===== config.mk =====
export PLATFORM = sky130hd
export DESIGN_NAME = rq_unpack_h_flat
export DESIGN_NICKNAME = d
export VERILOG_FILES = /design/src/rtl/ntru_hrss_pkg.sv /design/src/rtl/rq_unpack_h_if.sv /design/src/rtl/rq_unpack_h.sv /design/src/flat_wrapper.sv
export SDC_FILE = /design/constraint.sdc
export NUM_CORES = 1
export LEC_CHECK = 0
export ABC_AREA = 1
export CAP_MARGIN = 20
export CORE_ASPECT_RATIO = 0.5
export CORE_MARGIN = 2
export CORE_UTILIZATION = 51
export DETAILED_ROUTE_END_ITERATION = 8
export PLACE_DENSITY = 0.84
export SYNTH_ARGS = -nofsm -noshare
export SYNTH_HDL_FRONTEND = slang
export SYNTH_SLANG_ARGS = --single-unit

===== constraint.sdc =====
create_clock -name clk -period 2 [get_ports clk]
set_input_delay 0.4 -clock clk [delete_from_list [all_inputs] [get_ports clk]]
set_output_delay 0.4 -clock clk [all_outputs]
set_load 0.005 [all_outputs]

===== src/rtl/ntru_hrss_pkg.sv =====
// Shared NTRU-HRSS-701 constants and types for the Encaps datapath.
package ntru_hrss_pkg;

  localparam int HRSS_N  = 701;
  localparam int COEF_W  = 13;
  localparam int N_PAIRS = 350;
  localparam int IDX_W   = 9;

  typedef logic [COEF_W-1:0] coef_t;

  typedef enum logic [1:0] {
    IDLE,
    STREAM,
    TAIL
  } unpack_state_t;

endpackage


===== src/rtl/rq_unpack_h_if.sv =====
// Window-in / coefficient-out bundle between the h register and the multiplier.
interface rq_unpack_h_if;
  import ntru_hrss_pkg::*;

  logic                  load;
  logic [2*COEF_W-1:0]   win;
  logic                  coef_valid;
  logic                  coef_tail;
  coef_t                 coef0;
  coef_t                 coef1;
  logic [IDX_W-1:0]      pair_idx;
  logic                  busy;
  logic                  done;

  modport master (
    output load, win,
    input  coef_valid, coef_tail, coef0, coef1, pair_idx, busy, done
  );

  modport slave (
    input  load, win,
    output coef_valid, coef_tail, coef0, coef1, pair_idx, busy, done
  );

endinterface


===== src/rtl/rq_unpack_h.sv =====
// Streaming unpacker for the packed public key h: splits each 26-bit window
// into two 13-bit Rq coefficients and, when RQ_UNPACK_TAIL_EN is defined,
// reconstructs coefficient 700 as the negated sum of the other 700 mod 8192.
// Without RQ_UNPACK_TAIL_EN the final state only closes the frame with done.
module rq_unpack_h
  import ntru_hrss_pkg::*;
(
  input logic          clk,
  input logic          rst,
  rq_unpack_h_if.slave bus
);

  unpack_state_t    state;
  logic [IDX_W-1:0] cnt;
  logic             coef_valid;
  logic             coef_tail;
  coef_t            coef0;
  coef_t            coef1;
  logic [IDX_W-1:0] pair_idx;
  logic             busy;
  logic             done;
`ifdef RQ_UNPACK_TAIL_EN
  coef_t            acc;
`endif

  coef_t even_coef;
  coef_t odd_coef;

  assign even_coef = bus.win[COEF_W-1:0];
  assign odd_coef  = bus.win[2*COEF_W-1:COEF_W];

  assign bus.coef_valid = coef_valid;
  assign bus.coef_tail  = coef_tail;
  assign bus.coef0      = coef0;
  assign bus.coef1      = coef1;
  assign bus.pair_idx   = pair_idx;
  assign bus.busy       = busy;
  assign bus.done       = done;

  // Unpacker FSM: a load always restarts the key, then one pair per cycle, then the tail.
  always_ff @(posedge clk) begin
    if (rst) begin
      state      <= IDLE;
      cnt        <= '0;
      coef_valid <= 1'b0;
      coef_tail  <= 1'b0;
      coef0      <= '0;
      coef1      <= '0;
      pair_idx   <= '0;
      busy       <= 1'b0;
      done       <= 1'b0;
`ifdef RQ_UNPACK_TAIL_EN
      acc        <= '0;
`endif
    end else begin
      done <= 1'b0;
      if (bus.load) begin
        state      <= STREAM;
        cnt        <= '0;
        coef_valid <= 1'b0;
        coef_tail  <= 1'b0;
        busy       <= 1'b1;
`ifdef RQ_UNPACK_TAIL_EN
        acc        <= '0;
`endif
      end else begin
        case (state)
          IDLE: begin
            coef_valid <= 1'b0;
            coef_tail  <= 1'b0;
          end
          STREAM: begin
            coef0      <= even_coef;
            coef1      <= odd_coef;
            pair_idx   <= cnt;
            coef_valid <= 1'b1;
            coef_tail  <= 1'b0;
`ifdef RQ_UNPACK_TAIL_EN
            acc        <= acc + even_coef + odd_coef;
`endif
            if (cnt == IDX_W'(N_PAIRS - 1)) begin
              state <= TAIL;
              cnt   <= '0;
            end else begin
              cnt <= cnt + 1'b1;
            end
          end
          TAIL: begin
`ifdef RQ_UNPACK_TAIL_EN
            coef0      <= coef_t'(0) - acc;
            coef1      <= '0;
            pair_idx   <= IDX_W'(N_PAIRS);
            coef_valid <= 1'b1;
            coef_tail  <= 1'b1;
`else
            coef_valid <= 1'b0;
            coef_tail  <= 1'b0;
`endif
            done  <= 1'b1;
            busy  <= 1'b0;
            state <= IDLE;
          end
          default: begin
            state      <= IDLE;
            coef_valid <= 1'b0;
            coef_tail  <= 1'b0;
            busy       <= 1'b0;
          end
        endcase
      end
    end
  end

endmodule


===== src/flat_wrapper.sv =====
// flat-port wrapper written by rule: the top's interface ports become plain ports
module rq_unpack_h_flat import ntru_hrss_pkg::*;
  (clk, rst, bus_load, bus_win, bus_coef_valid, bus_coef_tail, bus_coef0, bus_coef1, bus_pair_idx, bus_busy, bus_done);
  rq_unpack_h_if bus_i ();
  input logic clk;
  input logic rst;
  input wire logic [$bits(bus_i.load)-1:0] bus_load;
  input wire logic [$bits(bus_i.win)-1:0] bus_win;
  output wire logic [$bits(bus_i.coef_valid)-1:0] bus_coef_valid;
  output wire logic [$bits(bus_i.coef_tail)-1:0] bus_coef_tail;
  output wire logic [$bits(bus_i.coef0)-1:0] bus_coef0;
  output wire logic [$bits(bus_i.coef1)-1:0] bus_coef1;
  output wire logic [$bits(bus_i.pair_idx)-1:0] bus_pair_idx;
  output wire logic [$bits(bus_i.busy)-1:0] bus_busy;
  output wire logic [$bits(bus_i.done)-1:0] bus_done;
  assign bus_i.load = bus_load;
  assign bus_i.win = bus_win;
  assign bus_coef_valid = bus_i.coef_valid;
  assign bus_coef_tail = bus_i.coef_tail;
  assign bus_coef0 = bus_i.coef0;
  assign bus_coef1 = bus_i.coef1;
  assign bus_pair_idx = bus_i.pair_idx;
  assign bus_busy = bus_i.busy;
  assign bus_done = bus_i.done;
  rq_unpack_h u_core (.clk(clk), .rst(rst), .bus(bus_i));
endmodule

Yosys cells after proc, flatten, opt, wreduce, memory -nomap -nowiden
Cells that the tools add are included.

Add/subtract/negate cells: 1. Muxes and demuxes: 8. Reductions and logical operators: 6. Bitwise logic cells: 2. Equality and inequality tests: 7.

Operator list (count): $add 9x1->9 const B (1); $eq 9x9->1 const B (1); $mux 9 (1); $reduce_and 2->1 (3); $mux 1 (5); $ne 2x1->1 const B (2); $pmux 2 s2 (1); $reduce_or 2->1 (2); $ne 3x2->1 const B (1); $eq 2x1->1 const B (1); $eq 2x2->1 const B (1); $logic_not 2->1 (1); $mux 2 (1); $ne 2x2->1 const B (1); $not 1->1 (2).

Output and inout port bits: 39. Register bits: 49. Word-level logic and storage cells: 33. Bits of input ports: 29.

Logic depth before layout (Yosys ltp)
Gate-level depths: netlist of the first run.

Word-level depth: 4. Depth in mapped cells: 8. Mapped depth without buffers: 7.

Least setup slack after synthesis of the first run
No wires, ideal clock.

Kind: reg2reg. Start point: register u_core.cnt[0]. End point: register u_core.cnt[4]. Path slack: 0.888 ns. Setup time: 0.116 ns. Period minus slack after synthesis: 1.112 ns. Cell stages (with the launch flop): 7. Buffers on the path: 0. Data required time: 1.884 ns. Data arrival time: 0.997 ns. Cells stage by stage: dfxtp_1 ha_1 nand2_1 nor2_2 nand2_1 xor2_1 nor2_1.

Longest elaborated chain between the ends: 2. Elaborated cells between the ends (all ways): 3. Classes of those cells: 1 x add/sub; 1 x eq/ne; 1 x mux.

RTL lines: start: declaration (RTL line rq_unpack_h.sv:14) `logic [IDX_W-1:0] cnt;`; start signal: assignment (RTL line rq_unpack_h.sv:85) `cnt <= cnt + 1'b1;`; $add 9x1->9 or $eq 9x9->1 (tied branches) (RTL line rq_unpack_h.sv:85, rq_unpack_h.sv:81); $mux 9 * (RTL line rq_unpack_h.sv:81) `if (cnt == IDX_W'(N_PAIRS - 1)) begin`.

Every way passes the cells marked *; elsewhere a longest branch is shown, timed or not. A chain may end at the register's enable or synchronous reset.

Worst setup path in the final report of the first run
Start point: register u_core.coef1[12] (netlist: u_core.bus.coef1[12]). End point: output port bus_coef1[12].

RTL lines: start: declaration (RTL line rq_unpack_h.sv:18) `coef_t coef1;`; start signal: assignment (RTL line rq_unpack_h.sv:74) `coef1 <= odd_coef;`; end: declaration (RTL line flat_wrapper.sv:12) `output wire logic [$bits(bus_i.coef1)-1:0] bus_coef1;`.

No word-level cell between the ends.

==> results.txt, run 1 <==
Post-CTS Setup Bufs - 0
Cell Chain, Critical Path - clkdlybuf4s50_1
Max Cap Viol - 0
Status - finished clean
Syn nets - 287
Core Rows - 17
Clock Tree Root - clkbuf_8
H-tree depth - 2
RSZ-0062 raised after global routing - no
Routed wire length - 5270 um
Switch Pwr - 0.486 mW
Drt via density - 5.11
Share of post-route cells with drive strength above 1 - 31.0%
Setup TNS - 0 ns
Die Y-Extent - 52.2 um
DP Wirelength - 3710 um
DIE WIDTH - 100 um
Inserted Clock Buffers - 5
Area leader, netlist - dfxtp_1
Async S/R FF share, synth - 0%
Clock sinks - 49
Mean cell area of the mapped netlist - 9.27 sq um
GPL Wtd Cong - 0.873
Layout area overhead - 30.2%
Initial drt markers - 40
Worst EP required - 1.60 ns
Die area - 5250 sq um
Distinct cell type count after synthesis - 23
I/O Pins - 68
Critical path arrival - 1.21 ns
Post-synth EDFFs - 0
YS warnings - 0
Clock Pin Slew Worst Setup and Hold Paths - 0.09 ns
Mapped Cells - 256
Pin count of the biggest net entering global routing - 29
Critical Path Slowest Stage Cell - clkdlybuf4s50_1
Delay-heaviest family, CP - buffers and inverters
Maximum vdd drop - 0.365 mV
Final design area excluding fillers - 3090 sq um
Skew-Pair Late Insertion Delay - 0.30 ns
DR vias - 1921
Synthesis-stage register bit count - 49
Routed Antenna Nets - 0
Max Fclk - 620 MHz
Vias in the first global route - 1859
Post-layout power - 1.99 mW
Clk pwr share - 34.9%
CP max stage delay - 0.55 ns
Crit path capture type - output port
LEAKAGE - 1.01 nW
# port buffers - 66
Clk_skew - 0.00368 ns
Crit path launch type - register
Placed cell area - 2980 sq um
Critical path class - register to output port
Switching part of the total - 24.4%
Core Util, Final - 69.5%
Final setup viols - 0
Int Power - 1.50 mW
Sequential share of power - 51.2%
Hold crit path type - register to register
WL/cell - 14.0 um
Pwr dens - 643 nW/um^2
Syn Std Cell Area - 2370 sq um
First-pass GRT wire length - 8600 um
Ys flop type - dfxtp_1
Post-route minimum period - 1.61 ns
GRT Residual Overflow - 0
Crit Path Max Fanout - 2
CTS tree - done
Final hold viol count - 0
# diodes - 0
CTS hold repair buffers - 0
Combinational share of power - 13.9%
Buf/Inv on CP - 1
Period utilization - 80.6%
Clock buffer depth - 2
Drt drc - 0
Final #Nets - 350
Pre-antenna DRT Iters - 4
Total Routing Usage GR - 21.1%
Slew Viols, Final - 0
Initial Utilization - 53.4%
Placeable Area - 4450 sq um
Post-CTS resize count - 0
Initial antenna violation count - 0
Sequential fraction of the synthesis area - 41.4%
Ranking of synthesized cells by area - dfxtp_1 (41%), nand3_2 (16%), a21oi_2 (14%)
Post-synth top area share - 41.4%
[placed cells by master (no fill, tap or decap), types with 2 or more instances in the layout]
master,Yosys,layout
xor2_1,3,3
nor2_1,15,15
o21ai_0,2,2
dfxtp_1,49,49
inv_2,2,3
clkdlybuf4s50_1,0,65
a21oi_2,38,38
inv_1,11,10
clkbuf_8,0,5
nand3_2,38,38
nand2_1,61,61
nand4_1,2,2
nand2_2,2,2
a21oi_1,2,2
nand3_1,5,5
nor3_1,2,2
ha_1,2,2
buf_4,8,6
[sequential cells by signal, summed over array words and instances, names as in the netlist]
name	flops
u_core.bus.busy	1
u_core.bus.coef0	13
u_core.bus.coef1	13
u_core.bus.coef_valid	1
u_core.bus.done	1
u_core.bus.pair_idx	9
u_core.cnt	9
u_core.state	2
[final timing paths]
path / cells past startpoint / slack [ns] / start / to
setup reg to reg: 6 / 0.66 / u_core.state[1]$_SDFFE_PP0P_ / u_core.bus.coef0[5]$_SDFFE_PP0P_
hold / removal: 2 / 0.47 / u_core.bus.busy$_SDFFE_PP0P_ / u_core.bus.busy$_SDFFE_PP0P_
hold reg to reg: 2 / 0.47 / u_core.bus.busy$_SDFFE_PP0P_ / u_core.bus.busy$_SDFFE_PP0P_
setup / recovery: 1 / 0.39 / u_core.bus.coef1[12]$_SDFFE_PP0P_ / bus_coef1[12]
[through the flow]
stage / worst slack, ns / hold slack, ns / cells
floorplan: 0.888 / 0.455 / 256
global placement: 0.415 / 0.446 / 369
detailed placement: 0.360 / 0.455 / 369
CTS: 0.375 / 0.474 / 376
global route: 0.356 / 0.487 / 376
finish: 0.388 / 0.473 / 376
[routing by layer]
layer | up-vias | GRT usage, % | part of all wire [%]
met5 | - | 0 | 0
met4 | 0 | 7.76 | 1.2
met3 | 9 | 4.53 | 4.1
met2 | 42 | 36.9 | 47
met1 | 911 | 26.2 | 48
li1 | 959 | - | -
[cell type report]
cell class                      count  area (sq um)
Timing Repair Buffer               73           721
Fill cell                         359          1360
Clock inverter                      2          35.0
Multi-Input combinational cell    176          1160
Sequential cell                    49           981
Inverter                           14          55.1
Tap cell                           57          71.3
Clock buffer                        5          68.8
[kinds of logic (layout without fill, tap and decap cells)]
| family | count (synthesis) | count (layout) | synth area share (%) |
|---|---|---|---|
| other cells | 1 | 1 | 0.158 |
| fa+ha+maj | 2 | 2 | 1.05 |
| simple gates | 127 | 127 | 31.3 |
| compound gates | 43 | 43 | 15.1 |
| xor+xnor | 3 | 3 | 1.11 |
| buf+inv | 31 | 94 | 9.92 |
| flops | 49 | 49 | 41.4 |
[cells in the mapped netlist, types with 2 or more instances]
cell     instances
nand3_2         38
xor2_1           3
nand4_1          2
nor3_1           2
nand3_1          5
nand2_1         61
a21oi_2         38
nand2_2          2
buf_12           5
inv_2            2
a21oi_1          2
nor2_1          15
o21ai_0          2
inv_1           11
dfxtp_1         49
buf_4            8
buf_2            4
ha_1             2
[power groups by stage]
stage	Sequential [mW]	Clock (mW)	Combinational, mW
finish	1.02	0.693	0.276
global route	1.02	0.731	0.295
CTS	1.02	0.695	0.277
detailed placement	1.04	0	0.276
global placement	1.04	0	0.268
floorplan	1.04	0	0.167
Power figures use the tool's default switching activity.
==> run 2: changes to the inputs <==
--- a/config.mk
+++ b/config.mk
@@ -9,9 +9,9 @@
 export CAP_MARGIN = 20
 export CORE_ASPECT_RATIO = 0.5
 export CORE_MARGIN = 2
-export CORE_UTILIZATION = 51
+export CORE_UTILIZATION = 47
 export DETAILED_ROUTE_END_ITERATION = 8
-export PLACE_DENSITY = 0.84
+export PLACE_DENSITY = 0.78
 export SYNTH_ARGS = -nofsm -noshare
 export SYNTH_HDL_FRONTEND = slang
 export SYNTH_SLANG_ARGS = --single-unit
==> constraint.sdc (replaced) <==
create_clock -name clk -period 1.7 [get_ports clk]
set_input_delay 0.34 -clock clk [delete_from_list [all_inputs] [get_ports clk]]
set_output_delay 0.34 -clock clk [all_outputs]
set_load 0.005 [all_outputs]
==> results.txt, run 2 (synthesis results as in run 1) <==
Pwr dens - 758 nW/um^2 (+18%)
Core Util, Final - 64.3% (-5.2 points)
Critical path arrival - 1.16 ns (-0.05 ns)
CTS tree - done
# port buffers - 66 (unchanged)
# diodes - 0 (unchanged)
Hold crit path type - primary input to register
Pre-antenna DRT Iters - 5 (+1)
Die area - 5670 sq um (+8.0%)
GRT Residual Overflow - 0 (unchanged)
Drt drc - 0 (unchanged)
Int Power - 1.82 mW (+21%)
Skew-Pair Late Insertion Delay - 0.30 ns (about the same)
Initial Utilization - 48.5% (-4.8 points)
Buf/Inv on CP - 1 (unchanged)
DIE WIDTH - 104 um (+4.0%)
Commonest non-fill, non-tap cell in the layout - clkdlybuf4s50_1
WL/cell - 12.6 um (-10%)
DR top layer - met4
Pin count of the biggest net entering global routing - 28 (-3.4%)
Drt via density - 4.85 (-5.0%)
Inserted Clock Buffers - 5 (unchanged)
Sequential share of power - 50.3% (-0.9 points)
GPL Wtd Cong - 0.844 (-3.4%)
Delay-heaviest family, CP - buffers and inverters
Core Rows - 18 (+1)
Clk pwr share - 36.0% (+1.1 points)
Share of post-route cells with drive strength above 1 - 31.5% (+0.43 points)
Max Cap Viol - 0 (unchanged)
Clk_skew - 0.00767 ns (+0.00398 ns)
Final setup viols - 0 (unchanged)
Switching part of the total - 23.5% (-0.98 points)
RSZ-0062 raised after global routing - no
Post-route minimum period - 1.50 ns
Top flop regs - u_core.bus.coef0: 13 flops, u_core.bus.coef1: 13 flops
Crit path launch type - register
Post-CTS resize count - 0 (unchanged)
First-pass GRT wire length - 8300 um (-3.5%)
Initial antenna violation count - 0 (unchanged)
WL met3 - 248 um (+15%)
Routed wire length - 4930 um (-6.5%)
Post-CTS Setup Bufs - 0 (unchanged)
I/O Pins - 68 (unchanged)
CTS hold repair buffers - 0 (unchanged)
Clock Tree Root - clkbuf_8
Most frequent cells in the layout - clkdlybuf4s50_1 (65), nand2_1 (61), dfxtp_1 (49), nand3_2 (38), a21oi_2 (38)
Combinational share of power - 13.7% (-0.2 points)
Max Fclk - 667 MHz
Period utilization - 88.2%
Final hold viol count - 0 (unchanged)
Total Routing Usage GR - 18.5% (-2.7 points)
DP Wirelength - 3510 um (-5.5%)
Maximum vdd drop - 0.375 mV (+2.8%)
Slew Viols, Final - 0 (unchanged)
Met2 WL post-DR - 2200 um (-10%)
Final #Nets - 351 (+0.29%)
Routed Antenna Nets - 0 (unchanged)
Setup TNS - 0 ns (unchanged)
Critical path class - register to output port
Crit Path Max Fanout - 2 (unchanged)
CP max stage delay - 0.51 ns (-0.04 ns)
Placeable Area - 4890 sq um (+9.9%)
Critical Path Slowest Stage Cell - clkdlybuf4s50_1
Crit path capture type - output port
Die Y-Extent - 54.2 um (+3.8%)
Clock buffer depth - 2 (unchanged)
Layout area overhead - 32.4%
Fill cell count - 421 (+17%)
Cell Chain, Critical Path - clkdlybuf4s50_1
Area of the multi-input gates - 1160 sq um (unchanged)
FF-to-FF setup slack - 0.30 ns (-0.36 ns)
DRT met1 WL - 2460 um (-3.2%)
Initial drt markers - 50 (+25%)
Worst EP required - 1.36 ns (-0.24 ns)
Status - finished clean
Vias in the first global route - 1779 (-4.3%)
LEAKAGE - 1.02 nW (+1.2%)
Register area - 981 sq um (unchanged)
DR vias - 1897 (-1.2%)
H-tree depth - 2 (unchanged)
Switch Pwr - 0.558 mW (+15%)
Clock Pin Slew Worst Setup and Hold Paths - 0.09 ns (about the same)
Clock sinks - 49 (unchanged)
## run 2: cell type report
cell class / count / area share [%]
Timing Repair Buffer: 74 / 23.6
Multi-Input combinational cell: 176 / 36.8
Clock buffer: 6 / 2.63
Clock inverter: 2 / 1.20
Tap cell: 70 / 2.79
Sequential cell: 49 / 31.2
Inverter: 14 / 1.75
## run 2: per-stage QoR
stage	hold slack [ns]	setup slack [ns]	power (mW)	area, sq um	cells
floorplan	0.455	0.588	1.42	2370	256
global placement	0.456	0.259	1.55	3020	383
detailed placement	0.456	0.232	1.55	3020	383
CTS	0.374	0.192	2.40	3140	391
global route	0.408	0.149	2.48	3140	391
finish	0.377	0.201	2.38	3140	391
## run 2: routing by layer
layer,up-vias,GRT usage [%]
met5,-,0
met4,0,3.15
met3,2,5.36
met2,54,32.5
met1,879,23.6
li1,962,-
## run 2: worst paths after layout
| path | cells after the start | startpoint | to |
|---|---|---|---|
| setup / recovery | 1 | u_core.bus.coef0[10]$_SDFFE_PP0P_ | bus_coef0[10] |
| setup reg to reg | 5 | u_core.state[0]$_SDFFE_PP0P_ | u_core.bus.coef1[6]$_SDFFE_PP0P_ |
| hold / removal | 4 | rst | u_core.cnt[6]$_SDFFE_PP0N_ |
| hold reg to reg | 2 | u_core.bus.pair_idx[6]$_SDFFE_PP0P_ | u_core.bus.pair_idx[6]$_SDFFE_PP0P_ |
## run 2: power groups by stage
stage                     Clock [mW]  Sequential (mW)  Combinational, mW
after CTS                      0.877             1.20              0.330
after global routing           0.926             1.20              0.352
after floorplan                    0             1.22              0.197
final                          0.856             1.20              0.326
after detailed placement           0             1.22              0.328
after global placement             0             1.22              0.322
==> run 3: changes to the inputs <==
--- a/config.mk
+++ b/config.mk
@@ -8,7 +8,6 @@
 export ABC_AREA = 1
 export CAP_MARGIN = 20
 export CORE_ASPECT_RATIO = 0.5
-export CORE_MARGIN = 2
 export CORE_UTILIZATION = 47
 export DETAILED_ROUTE_END_ITERATION = 8
 export PLACE_DENSITY = 0.78
==> constraint.sdc (replaced) <==
create_clock -name clk -period 1.7 [get_ports clk]
set_input_delay 0.51 -clock clk [delete_from_list [all_inputs] [get_ports clk]]
set_output_delay 0.51 -clock clk [all_outputs]
set_load 0.005 [all_outputs]
==> results.txt, run 3 (synthesis results as in run 1) <==
Status - finished clean
Drt via density - 4.98 (+2.6%)
DR vias - 1937 (+2.1%)
Crit path launch type - register
Sequential share of power - 47.9% (-2.4 points)
Cell Chain, Critical Path - clkdlybuf4s50_1
Routed Antenna Nets - 0 (unchanged)
Initial Utilization - 51.4% (+2.9 points)
Drt drc - 0 (unchanged)
First-pass GRT wire length - 9050 um (+9.1%)
Clk pwr share - 38.5% (+2.5 points)
Hold crit path type - register to register
GRT Residual Overflow - 0 (unchanged)
Period utilization - 97.9% (+9.7 points)
DP Wirelength - 3600 um (+2.6%)
Die Y-Extent - 52.2 um (-3.7%)
Pwr dens - 777 nW/um^2 (+2.5%)
Post-layout power - 2.50 mW (+5.1%)
Placed cell area - 3060 sq um (+1.2%)
Slew Viols, Final - 0 (unchanged)
Routed wire length - 5130 um (+4.0%)
Final hold viol count - 0 (unchanged)
Crit path capture type - output port
Final setup margin - 0.0363 ns (-0.165 ns)
Delay-heaviest family, CP - buffers and inverters
CP max stage delay - 0.51 ns (about the same)
Post-CTS Setup Bufs - 0 (unchanged)
Vias in the first global route - 1964 (+10%)
Pre-antenna DRT Iters - 4 (-1)
Placeable Area - 4620 sq um (-5.6%)
Die area - 5350 sq um (-5.5%)
Skew-Pair Late Insertion Delay - 0.30 ns (about the same)
Critical path arrival - 1.15 ns (about the same)
Critical path depth - 1 (unchanged)
# port buffers - 66 (unchanged)
Hold depth - 2 (-2)
Pre-CTS WS - 0.0373 ns (-0.195 ns)
Crit Path Max Fanout - 2 (unchanged)
Most frequent cells in the layout - nand2_1 (61), clkdlybuf4s50_1 (60), nand3_2 (38), a21oi_2 (38), dfxtp_1 (34)
I/O Pins - 68 (unchanged)
Clock buffer depth - 2 (unchanged)
CTS tree - done
Clock sinks - 49 (unchanged)
WL/cell - 13.2 um (+4.5%)
Post-route minimum period - 1.66 ns (+0.165 ns)
Reg2Reg Depth - 6 (+1)
Critical path class - register to output port
Commonest non-fill, non-tap cell in the layout - nand2_1
Final setup viols - 0 (unchanged)
Core Rows - 17 (-1)
Clock Tree Root - clkbuf_8
Combinational share of power - 13.5% (-0.2 points)
H-tree depth - 2 (unchanged)
Final design area excluding fillers - 3220 sq um (+2.5%)
Core Util, Final - 69.8% (+5.5 points)
# diodes - 0 (unchanged)
Clock Pin Slew Worst Setup and Hold Paths - 0.09 ns (about the same)
Worst EP required - 1.19 ns (-0.17 ns)
Total Routing Usage GR - 22.3% (+3.8 points)
Initial antenna violation count - 0 (unchanged)
Int Power - 1.94 mW (+6.4%)
Pin count of the biggest net entering global routing - 30 (+7.1%)
Clk_skew - 0.00365 ns (-0.00402 ns)
DIE WIDTH - 102 um (-1.9%)
Top flop regs - u_core.bus.coef0: 13 flops, u_core.bus.coef1: 13 flops
Initial drt markers - 56 (+12%)
Layout area overhead - 35.8%
Share of post-route cells with drive strength above 1 - 36.5% (+5.1 points)
Inserted Clock Buffers - 5 (unchanged)
LEAKAGE - 1.14 nW (+12%)
Critical Path Slowest Stage Cell - clkdlybuf4s50_1
Switching part of the total - 22.6% (-0.91 points)
Maximum vdd drop - 0.366 mV (-2.3%)
CTS hold repair buffers - 0 (unchanged)
GPL Wtd Cong - 0.880 (+4.4%)
Final #Nets - 353 (+0.57%)
Switch Pwr - 0.564 mW (+1.0%)
Max Fclk - 601 MHz (-9.9%)
Max Cap Viol - 0 (unchanged)
Setup TNS - 0 ns (unchanged)
Buf/Inv on CP - 1 (unchanged)
run 3: power groups by stage:
| stage | clock network [mW] | logic (mW) | registers (mW) |
|---|---|---|---|
| after floorplan | 0 | 0.197 | 1.22 |
| after global placement | 0 | 0.334 | 1.22 |
| after detailed placement | 0 | 0.341 | 1.22 |
| after CTS | 0.985 | 0.344 | 1.20 |
| after global routing | 1.03 | 0.367 | 1.20 |
| final | 0.963 | 0.339 | 1.20 |
run 3: what timing repair did:
item	in CTS	in global routing
endpoints found under the setup margin	0	20
resized for setup	0	20
hold endpoints to repair	0	0
run 3: cell type report:
type / instances / area [sq um]
clock buffers: 5 / 68.8
clock inverters: 3 / 65.1
fillers: 367 / 1400
inverters: 14 / 55.1
multi-input cells: 176 / 1160
flip-flops and latches: 49 / 1000
well taps: 66 / 82.6
repair buffers: 76 / 793
run 3: routing by layer:
metal	vias up	global-route usage (%)	wire length, um
met2	60	37.7	2250
met4	0	8.57	80
met3	6	5.33	360
li1	966	-	-
met5	-	0	0
met1	905	27.8	2430
run 3: stage by stage:
stage / cells / hold slack, ns
after floorplan: 256 / 0.455
after global placement: 381 / 0.446
after detailed placement: 381 / 0.457
after CTS: 389 / 0.473
after global routing: 389 / 0.477
final: 389 / 0.467
run 3: path summary, 6_finish.rpt:
check                                    from                          endpoint  slack, ns
max          u_core.bus.coef0[8]$_SDFFE_PP0P_                      bus_coef0[8]       0.04
min          u_core.bus.coef0[4]$_SDFFE_PP0P_  u_core.bus.coef0[4]$_SDFFE_PP0P_       0.47
max reg2reg      u_core.state[0]$_SDFFE_PP0P_  u_core.bus.coef0[8]$_SDFFE_PP0P_       0.40
min reg2reg  u_core.bus.coef0[4]$_SDFFE_PP0P_  u_core.bus.coef0[4]$_SDFFE_PP0P_       0.47
